## src/rtl/regfile_sb_if.sv

```systemverilog
// Bus bundle for regfile_sb: writeback, issue and read-port signals.
// Decode/writeback stages drive the master side; the register file is the slave.
interface regfile_sb_if #(
  parameter int unsigned DW   = 32,
  parameter int unsigned NREG = 32,
  parameter int unsigned NRD  = 2
);
  localparam int unsigned AW = $clog2(NREG);

  logic              we;
  logic [AW-1:0]     waddr;
  logic [DW-1:0]     wdata;
  logic              issue_en;
  logic [AW-1:0]     issue_rd;
  logic              issue_ok;
  logic [NRD*AW-1:0] raddr;
  logic [NRD*DW-1:0] rdata;
  logic [NRD-1:0]    rbusy;
  logic              sb_err;

  modport master (
    output we, waddr, wdata, issue_en, issue_rd, raddr,
    input  issue_ok, rdata, rbusy, sb_err
  );

  modport slave (
    input  we, waddr, wdata, issue_en, issue_rd, raddr,
    output issue_ok, rdata, rbusy, sb_err
  );
endinterface

```

## src/rtl/regfile_sb.sv

```systemverilog
// Register file with per-register busy-bit scoreboard.
// NRD combinational read ports, one writeback port, issue-time busy marking,
// WAW detection via issue_ok and a sticky protocol-error flag.
// Optional feature: define REGFILE_BYPASS_EN to forward same-cycle writeback
// data (and busy state) onto matching read ports.
module regfile_sb #(
  parameter int unsigned DW   = 32,
  parameter int unsigned NREG = 32,
  parameter int unsigned NRD  = 2
) (
  input logic         clk,
  input logic         rstn,
  regfile_sb_if.slave bus
);
  localparam int unsigned AW = $clog2(NREG);

  logic [DW-1:0]     regs_q [NREG];
  logic [DW-1:0]     regs_d [NREG];
  logic [NREG-1:0]   busy_q;
  logic [NREG-1:0]   busy_d;
  logic              sb_err_q;
  logic              sb_err_d;
  logic              wb_en;
  logic              issue_ok;
  logic              issue_fire;
  logic [NRD*DW-1:0] rdata_all;
  logic [NRD-1:0]    rbusy_all;

  // Writes to r0 are dropped entirely (no data, no busy clear, no error).
  assign wb_en = bus.we && (bus.waddr != '0);

  // WAW check: a busy destination may only be re-issued when it retires this cycle.
  always_comb begin
    issue_ok = !bus.issue_en || (bus.issue_rd == '0) || !busy_q[bus.issue_rd] ||
               (bus.we && (bus.waddr == bus.issue_rd));
  end

  assign issue_fire = bus.issue_en && issue_ok && (bus.issue_rd != '0);

  // Next-state: writeback first, then issue so a same-edge issue wins over the clear.
  always_comb begin
    regs_d   = regs_q;
    busy_d   = busy_q;
    sb_err_d = sb_err_q;
    if (wb_en) begin
      regs_d[bus.waddr] = bus.wdata;
      busy_d[bus.waddr] = 1'b0;
      if (!busy_q[bus.waddr]) sb_err_d = 1'b1;
    end
    if (issue_fire) busy_d[bus.issue_rd] = 1'b1;
    if (bus.issue_en && !issue_ok) sb_err_d = 1'b1;
  end

  // State registers; asynchronous reset clears data, busy bits and the error flag.
  always_ff @(posedge clk or negedge rstn) begin
    if (!rstn) begin
      for (int i = 0; i < NREG; i++) regs_q[i] <= '0;
      busy_q   <= '0;
      sb_err_q <= 1'b0;
    end else begin
      regs_q   <= regs_d;
      busy_q   <= busy_d;
      sb_err_q <= sb_err_d;
    end
  end

  for (genvar k = 0; k < NRD; k++) begin : g_rd
    logic [AW-1:0] ra;
    logic          zero;
    assign ra   = bus.raddr[k*AW +: AW];
    assign zero = (ra == '0);
`ifdef REGFILE_BYPASS_EN
    logic hit;
    assign hit = wb_en && (ra == bus.waddr);
    assign rdata_all[k*DW +: DW] = zero ? '0 : (hit ? bus.wdata : regs_q[ra]);
    // Forwarded busy reflects the post-edge value: set only if re-issued this cycle.
    assign rbusy_all[k] = zero ? 1'b0 :
                          (hit ? (issue_fire && (bus.issue_rd == bus.waddr)) : busy_q[ra]);
`else
    assign rdata_all[k*DW +: DW] = zero ? '0 : regs_q[ra];
    assign rbusy_all[k]          = zero ? 1'b0 : busy_q[ra];
`endif
  end

  assign bus.issue_ok = issue_ok;
  assign bus.rdata    = rdata_all;
  assign bus.rbusy    = rbusy_all;
  assign bus.sb_err   = sb_err_q;

endmodule

```

## src/flat_wrapper.sv

```systemverilog
// flat-port wrapper written by rule: the top's interface ports become plain ports
module regfile_sb_flat 
#(
  parameter int unsigned DW   = 32,
  parameter int unsigned NREG = 32,
  parameter int unsigned NRD  = 2
)
  (clk, rstn, bus_we, bus_waddr, bus_wdata, bus_issue_en, bus_issue_rd, bus_raddr, bus_issue_ok, bus_rdata, bus_rbusy, bus_sb_err);
  regfile_sb_if #(.DW(DW), .NREG(NREG), .NRD(NRD)) bus_i ();
  input logic clk;
  input logic rstn;
  input wire logic [$bits(bus_i.we)-1:0] bus_we;
  input wire logic [$bits(bus_i.waddr)-1:0] bus_waddr;
  input wire logic [$bits(bus_i.wdata)-1:0] bus_wdata;
  input wire logic [$bits(bus_i.issue_en)-1:0] bus_issue_en;
  input wire logic [$bits(bus_i.issue_rd)-1:0] bus_issue_rd;
  input wire logic [$bits(bus_i.raddr)-1:0] bus_raddr;
  output wire logic [$bits(bus_i.issue_ok)-1:0] bus_issue_ok;
  output wire logic [$bits(bus_i.rdata)-1:0] bus_rdata;
  output wire logic [$bits(bus_i.rbusy)-1:0] bus_rbusy;
  output wire logic [$bits(bus_i.sb_err)-1:0] bus_sb_err;
  assign bus_i.we = bus_we;
  assign bus_i.waddr = bus_waddr;
  assign bus_i.wdata = bus_wdata;
  assign bus_i.issue_en = bus_issue_en;
  assign bus_i.issue_rd = bus_issue_rd;
  assign bus_i.raddr = bus_raddr;
  assign bus_issue_ok = bus_i.issue_ok;
  assign bus_rdata = bus_i.rdata;
  assign bus_rbusy = bus_i.rbusy;
  assign bus_sb_err = bus_i.sb_err;
  regfile_sb #(.DW(DW), .NREG(NREG), .NRD(NRD)) u_core (.clk(clk), .rstn(rstn), .bus(bus_i));
endmodule
```

## config.mk

```make
export PLATFORM = sky130hd
export DESIGN_NAME = regfile_sb_flat
export DESIGN_NICKNAME = d
export VERILOG_FILES = /design/src/rtl/regfile_sb_if.sv /design/src/rtl/regfile_sb.sv /design/src/flat_wrapper.sv
export SDC_FILE = /design/constraint.sdc
export NUM_CORES = 2
export LEC_CHECK = 0
export CAP_MARGIN = 0
export CORE_AREA = 2 2 437 439
export DETAILED_ROUTE_END_ITERATION = 16
export DIE_AREA = 0 0 439 441
export GPL_ROUTABILITY_DRIVEN = 0
export SLEW_MARGIN = 0
export SYNTH_ARGS = -nofsm -noshare
export SYNTH_HDL_FRONTEND = slang
export SYNTH_SLANG_ARGS = --single-unit
```

## constraint.sdc

```tcl
create_clock -name clk -period 3.1 [get_ports clk]
set_input_delay 0.31 -clock clk [delete_from_list [all_inputs] [get_ports clk]]
set_output_delay 0.31 -clock clk [all_outputs]
set_load 0.1 [all_outputs]
```

* Yosys cells after proc, flatten, opt, wreduce, memory -nomap -nowiden *
Index checks and enable logic that the tools add are counted.

storage, ports and cells
  flip-flop bits (word level) = 1,057
  input port bits = 56
  word-level logic and storage cells = 103

cells by class
  magnitude comparators = 10
  equality and inequality tests = 2
  mux-type cells = 30
  bitwise operators = 6
  reductions and logical operators = 21

operators with widths
  cell                                                               count
  bitwise mux 1024 bit                                               1
  binary-select mux 32 bit (select 5 bit)                            2
  2-to-1 mux 32 bit                                                  9
  demux 32 bit (select 5 bit)                                        1
  bitwise AND 32 bit                                                 1
  NOT 32 bit                                                         1
  OR 32 bit                                                          1
  less-than comparator 5 x 6 -> 1 bit, second input constant         4
  binary-select mux 1 bit (select 5 bit)                             4
  greater-or-equal comparator 6 bit, second input constant           3
  NOT 5 -> 6 bit                                                     3
  logical NOT 5 bit                                                  3
  2-to-1 mux 1 bit                                                   11
  demux 1 bit (select 5 bit)                                         2
  greater-or-equal comparator 5 x 1 -> 1 bit, second input constant  2
  nonzero test 5 bit                                                 2
  logical AND 1 bit                                                  8
  less-than comparator 6 x 1 -> 1 bit, second input constant         1
  equality test 5 bit                                                1
  logical NOT 1 bit                                                  3
  logical OR 1 bit                                                   3
  != test 2 bit, second input constant                               1
  AND reduction 2 bit                                                1
  nonzero test 2 bit                                                 1

* Depth between registers and ports, before layout *
  depth in word-level cells = 9
  depth in mapped cells = 9
  gate-level depth less buffers = 6

* Worst setup path before layout *
Ideal clock, no wire load.

  path kind = in2out
  start point = input port bus_raddr[2]
  end point = output port bus_rdata[24]
  arrival = 3.625 ns
  data required time = 2.790 ns
  slack = -0.835 ns
  stages on the path = 6
  buffers on the path = 3
  cell sequence = clkbuf_1 -> buf_1 -> buf_2 -> mux4_2 -> inv_1 -> o21ai_0

between the ends
  cells in the longest elaborated chain, start to end = 5
  elaborated cells on any way between the ends = 6
  classes of those cells = 4 x mux; 1 x bitwise; 1 x reduce/logical

RTL lines
  what                                                   RTL line            text
  from (decl)                                            flat_wrapper.sv:17  input wire logic [$bits(bus_i.raddr)-1:0] bus_raddr;
  NOT 5 -> 6 bit (not written as such)                   regfile_sb.sv:80    assign rdata_all[k*DW +: DW] = zero ? '0 : regs_q[ra];
  binary-select mux 32 bit (select 5 bit)                regfile_sb.sv:80
  2-to-1 mux 32 bit (not written as such) (2 in series)  regfile_sb.sv:80
  2-to-1 mux 32 bit *                                    regfile_sb.sv:80
  to (decl)                                              flat_wrapper.sv:19  output wire logic [$bits(bus_i.rdata)-1:0] bus_rdata;

Mark *: on every way between the ends. The rest lies on a longest branch, timed or not. The select of a mux whose other input is x is not followed.

* Final worst setup path *
  start point = register u_core.busy_q[13]
  end point = output port bus_issue_ok

between the ends
  cells in the longest elaborated chain, start to end = 5

RTL lines
  what                                    RTL line            text
  from (decl)                             regfile_sb.sv:19    logic [NREG-1:0] busy_q;
  from (signal assigned)                  regfile_sb.sv:62    busy_q <= busy_d;
  binary-select mux 1 bit (select 5 bit)  regfile_sb.sv:34    issue_ok = !bus.issue_en || (bus.issue_rd == '0) || !busy_q[bus.issue_rd] ||
  2-to-1 mux 1 bit (not written as such)  regfile_sb.sv:34
  logical NOT 1 bit                       regfile_sb.sv:34
  logical OR 1 bit (2 in series)          regfile_sb.sv:34
  to (decl)                               flat_wrapper.sv:18  output wire logic [$bits(bus_i.issue_ok)-1:0] bus_issue_ok;

Every way passes these cells. The select of a mux whose other input is x is not followed.

==> out/qor.yml <==
hold_viol_final: 0
outcome: "completed"
dp.final_hpwl_mm: 106
setup_viol: 0
ys.flop_type: "dfrtp_1"
critPathArrivalTime_ps: 2700
worst_pin_slew_ps: 1170
die_h_um: 441
clk_path_buf_depth: 3
timing.final.crit_share_pct: 97.2
slew_headroom_pct: 21.5
critPathKind: "flip-flop to output port"
final_cells: 6213
grt_usage_pct: 17.8
synthArstFlopShare_pct: 100
setup_slack_ps: 86.8
fin_util_pct: 35.4
grt_max_degree: 100
cts_buffers: 113
grt_pass1_wl_mm: 255
max_freq_mhz: 332
synthesis.nets: 3594
synth_cells: 3538
p_comb_share_pct: 25.9
fin_tns_setup_ps: 0
hp-class: "input port to async pin"
p_leak_nw: 28.1
synth_cell_type_count: 49
routed_via_density: 5.46
synth_top_area_share_pct: 46.9
portBuffers: 123
yosysTopAreaCell: "dfrtp_1"
pin_count: 124
root_buffer: "clkbuf_16"
syn_area_mm2: 0.0565
antenna_found_initial: 7
cp.required_ps: 2790
initial_core_util_pct: 29.8
power_frac_clock_pct: 32.4
via_count: 33944
overflow: 0
rsz0062_at_grt: "true"
netSwitchingFraction_pct: 29.6
cap_violations: 0
rows: 160
ys_ff_latch: 1057
critPathSlowestCell: "dfrtp_2"
firstDrtPassIters: 5
fill_cells: 17801
dieArea_mm2: 0.194
fin_nets: 3662
p_int_mw: 31.1
drive_above_1_share_pct: 61.1
wl_per_cell_um: 27.6
clkLatencyLatePin_ps: 740
coreArea_mm2: 0.189
drc: 0
routed_wl_mm: 171
grt_pass1_vias: 36002
synth_edf_count: 0
drtIter0Drc: 2360
start_kind: "flip-flop"
syn_to_final_growth_pct: 18.8
seq_area_mm2: 0.0265
cts_sinks: 1057
post-route-min-period_ps: 3010
place.detailed.instances: 5999
clk_pin_slew_ps: 60
path_cells: "mux4_2 -> a32o_2 -> nor4_4 -> a21oi_4 -> inv_2 -> buf_12"
die_w_um: 439
seq_power_share_pct: 41.7
syn_avg_cell_area_um2: 16.0
endpoint_kind: "output port"
power.switching_mw: 13.0
ys_warn_count: 0
slowest_delay_ps: 470
synthTopCellsByArea: "dfrtp_1, mux4_2, mux2_2"
pre_cts_slack_ps: 6.63
peakVddDrop_mv: 0.517
drv_slew: 0
critPathTopFamily: "flip-flops"
cts-htree-levels: 3
fin_skew_ps: 12.4
ant_nets: 0
yosysSeqAreaShare_pct: 46.9
timing.critical_path.buf_inv: 2
power_density_mw_per_mm2: 658
multi_input_area_mm2: 0.0284
tritoncts: "done"
worstPathMaxFanout: 5
[registers in the layout, summed over array words and instances, names as in the netlist]
register / cells
u_core.busy_q: 32
u_core.regs_q: 1024
u_core.bus.sb_err: 1
[cell usage after synthesis (2+ instances only)]
library cell  instances
buf_6                 2
nor2b_1               8
o21ai_2               3
mux2_2              995
nor3_2                2
o21ai_1               2
nand4_1               5
a31oi_1               2
nand2b_1              5
clkbuf_1            218
buf_2               125
mux4_2              668
and2_0                2
o41ai_1               2
buf_1                57
nand3b_1              3
nand3_1               8
or3_1                 4
nor2_1               22
o32ai_1               3
o22ai_1              14
xor2_1                4
mux2i_1              15
dfrtp_1            1057
nor3_1                4
inv_1                87
nand2_1             119
o21ai_0              81
[kinds of logic after synthesis]
family,synth area share (%)
mux,46.8
flops,46.9
buf+inv,3.57
simple gates,1.55
compound gates,1.20
xor+xnor,0.0776
[layout make-up]
class | instances | share of cell area (%)
antenna | 3 | 0.0112
timing repair buffer | 356 | 7.12
tap | 2511 | 4.69
clock buffer | 164 | 4.94
multi-input combinational | 1991 | 42.4
sequential | 1057 | 39.5
inverter | 87 | 0.487
clock inverter | 44 | 0.890
[worst paths after layout]
kind                                                start  slack [ps]  depth (start not counted)                        endpoint
setup / recovery              u_core.busy_q[13]$_DFF_PN0_          90                          6                    bus_issue_ok
hold / removal                                       rstn         140                          2  u_core.regs_q[536]$_DFFE_PN0P_
setup reg to reg              u_core.busy_q[13]$_DFF_PN0_         610                          7   u_core.bus.sb_err$_DFFE_PN0P_
hold reg to reg            u_core.regs_q[999]$_DFFE_PN0P_         390                          0  u_core.regs_q[999]$_DFFE_PN0P_
max in group asynchronous                            rstn        1880                          4  u_core.regs_q[409]$_DFFE_PN0P_
min in group clk           u_core.regs_q[999]$_DFFE_PN0P_         390                          0  u_core.regs_q[999]$_DFFE_PN0P_
[placed cells by master, fill, tap and decap left out, drive strengths merged, types with 3 or more instances in the layout]
cell type / count
clkdlybuf4s50: 44
buf: 311
o22ai: 14
nand3b: 3
nor3: 6
nand4: 5
dfrtp: 1057
clkinv: 23
inv: 92
nand3: 8
o21ai: 86
xor2: 4
mux4: 668
nand2: 119
nor2b: 8
nor2: 22
clkbuf: 164
mux2i: 15
nand2b: 5
clkinvlp: 5
o32ai: 3
bufinv: 11
nor4: 3
or3: 4
mux2: 995
diode: 3
[metal layers]
layer	routed length (um)	global-route usage, %
met1	72300	23.6
met2	85700	30.0
met3	8110	2.77
met4	5340	5.71
met5	0	0
[stage by stage]
stage / hold slack, ps / instance area (um2) / total power [mW]
after global placement: 327 / 63100 / 29.7
after detailed placement: 335 / 63100 / 30.1
after global routing: 156 / 67000 / 46.0
after CTS: 130 / 67000 / 44.5
after floorplan: 14.4 / 56700 / 26.2
final: 145 / 67000 / 44.1
[power groups by stage]
stage	logic, mW	clock network [mW]	registers, mW
6_report	11.4	14.3	18.4
5_1_grt	12.1	15.1	18.8
4_1_cts	11.6	14.6	18.4
3_5_place_dp	11.5	0	18.6
3_3_place_gp	11.3	0	18.4
2_1_floorplan	8.35	0	17.9
[worst register-to-register path: stages, from the launching register on]
cell     delay [ps]
dfrtp_2         470
mux4_2          470
a32o_2          260
nor4_4          340
a21oi_4         140
buf_4           170
buf_4           150
or3_1           360
[repair_timing]
| action | CTS | global route |
|---|---|---|
| pin swaps | 3 | 1 |
| endpoints found under the hold margin | 71 | 0 |
| setup endpoints to repair | 3 | 1 |
| setup buffers | 2 | 0 |
| resized for setup | 9 | 0 |
| hold buffers | 1 | 0 |
Note: power is estimated with default switching activity, not from simulation.
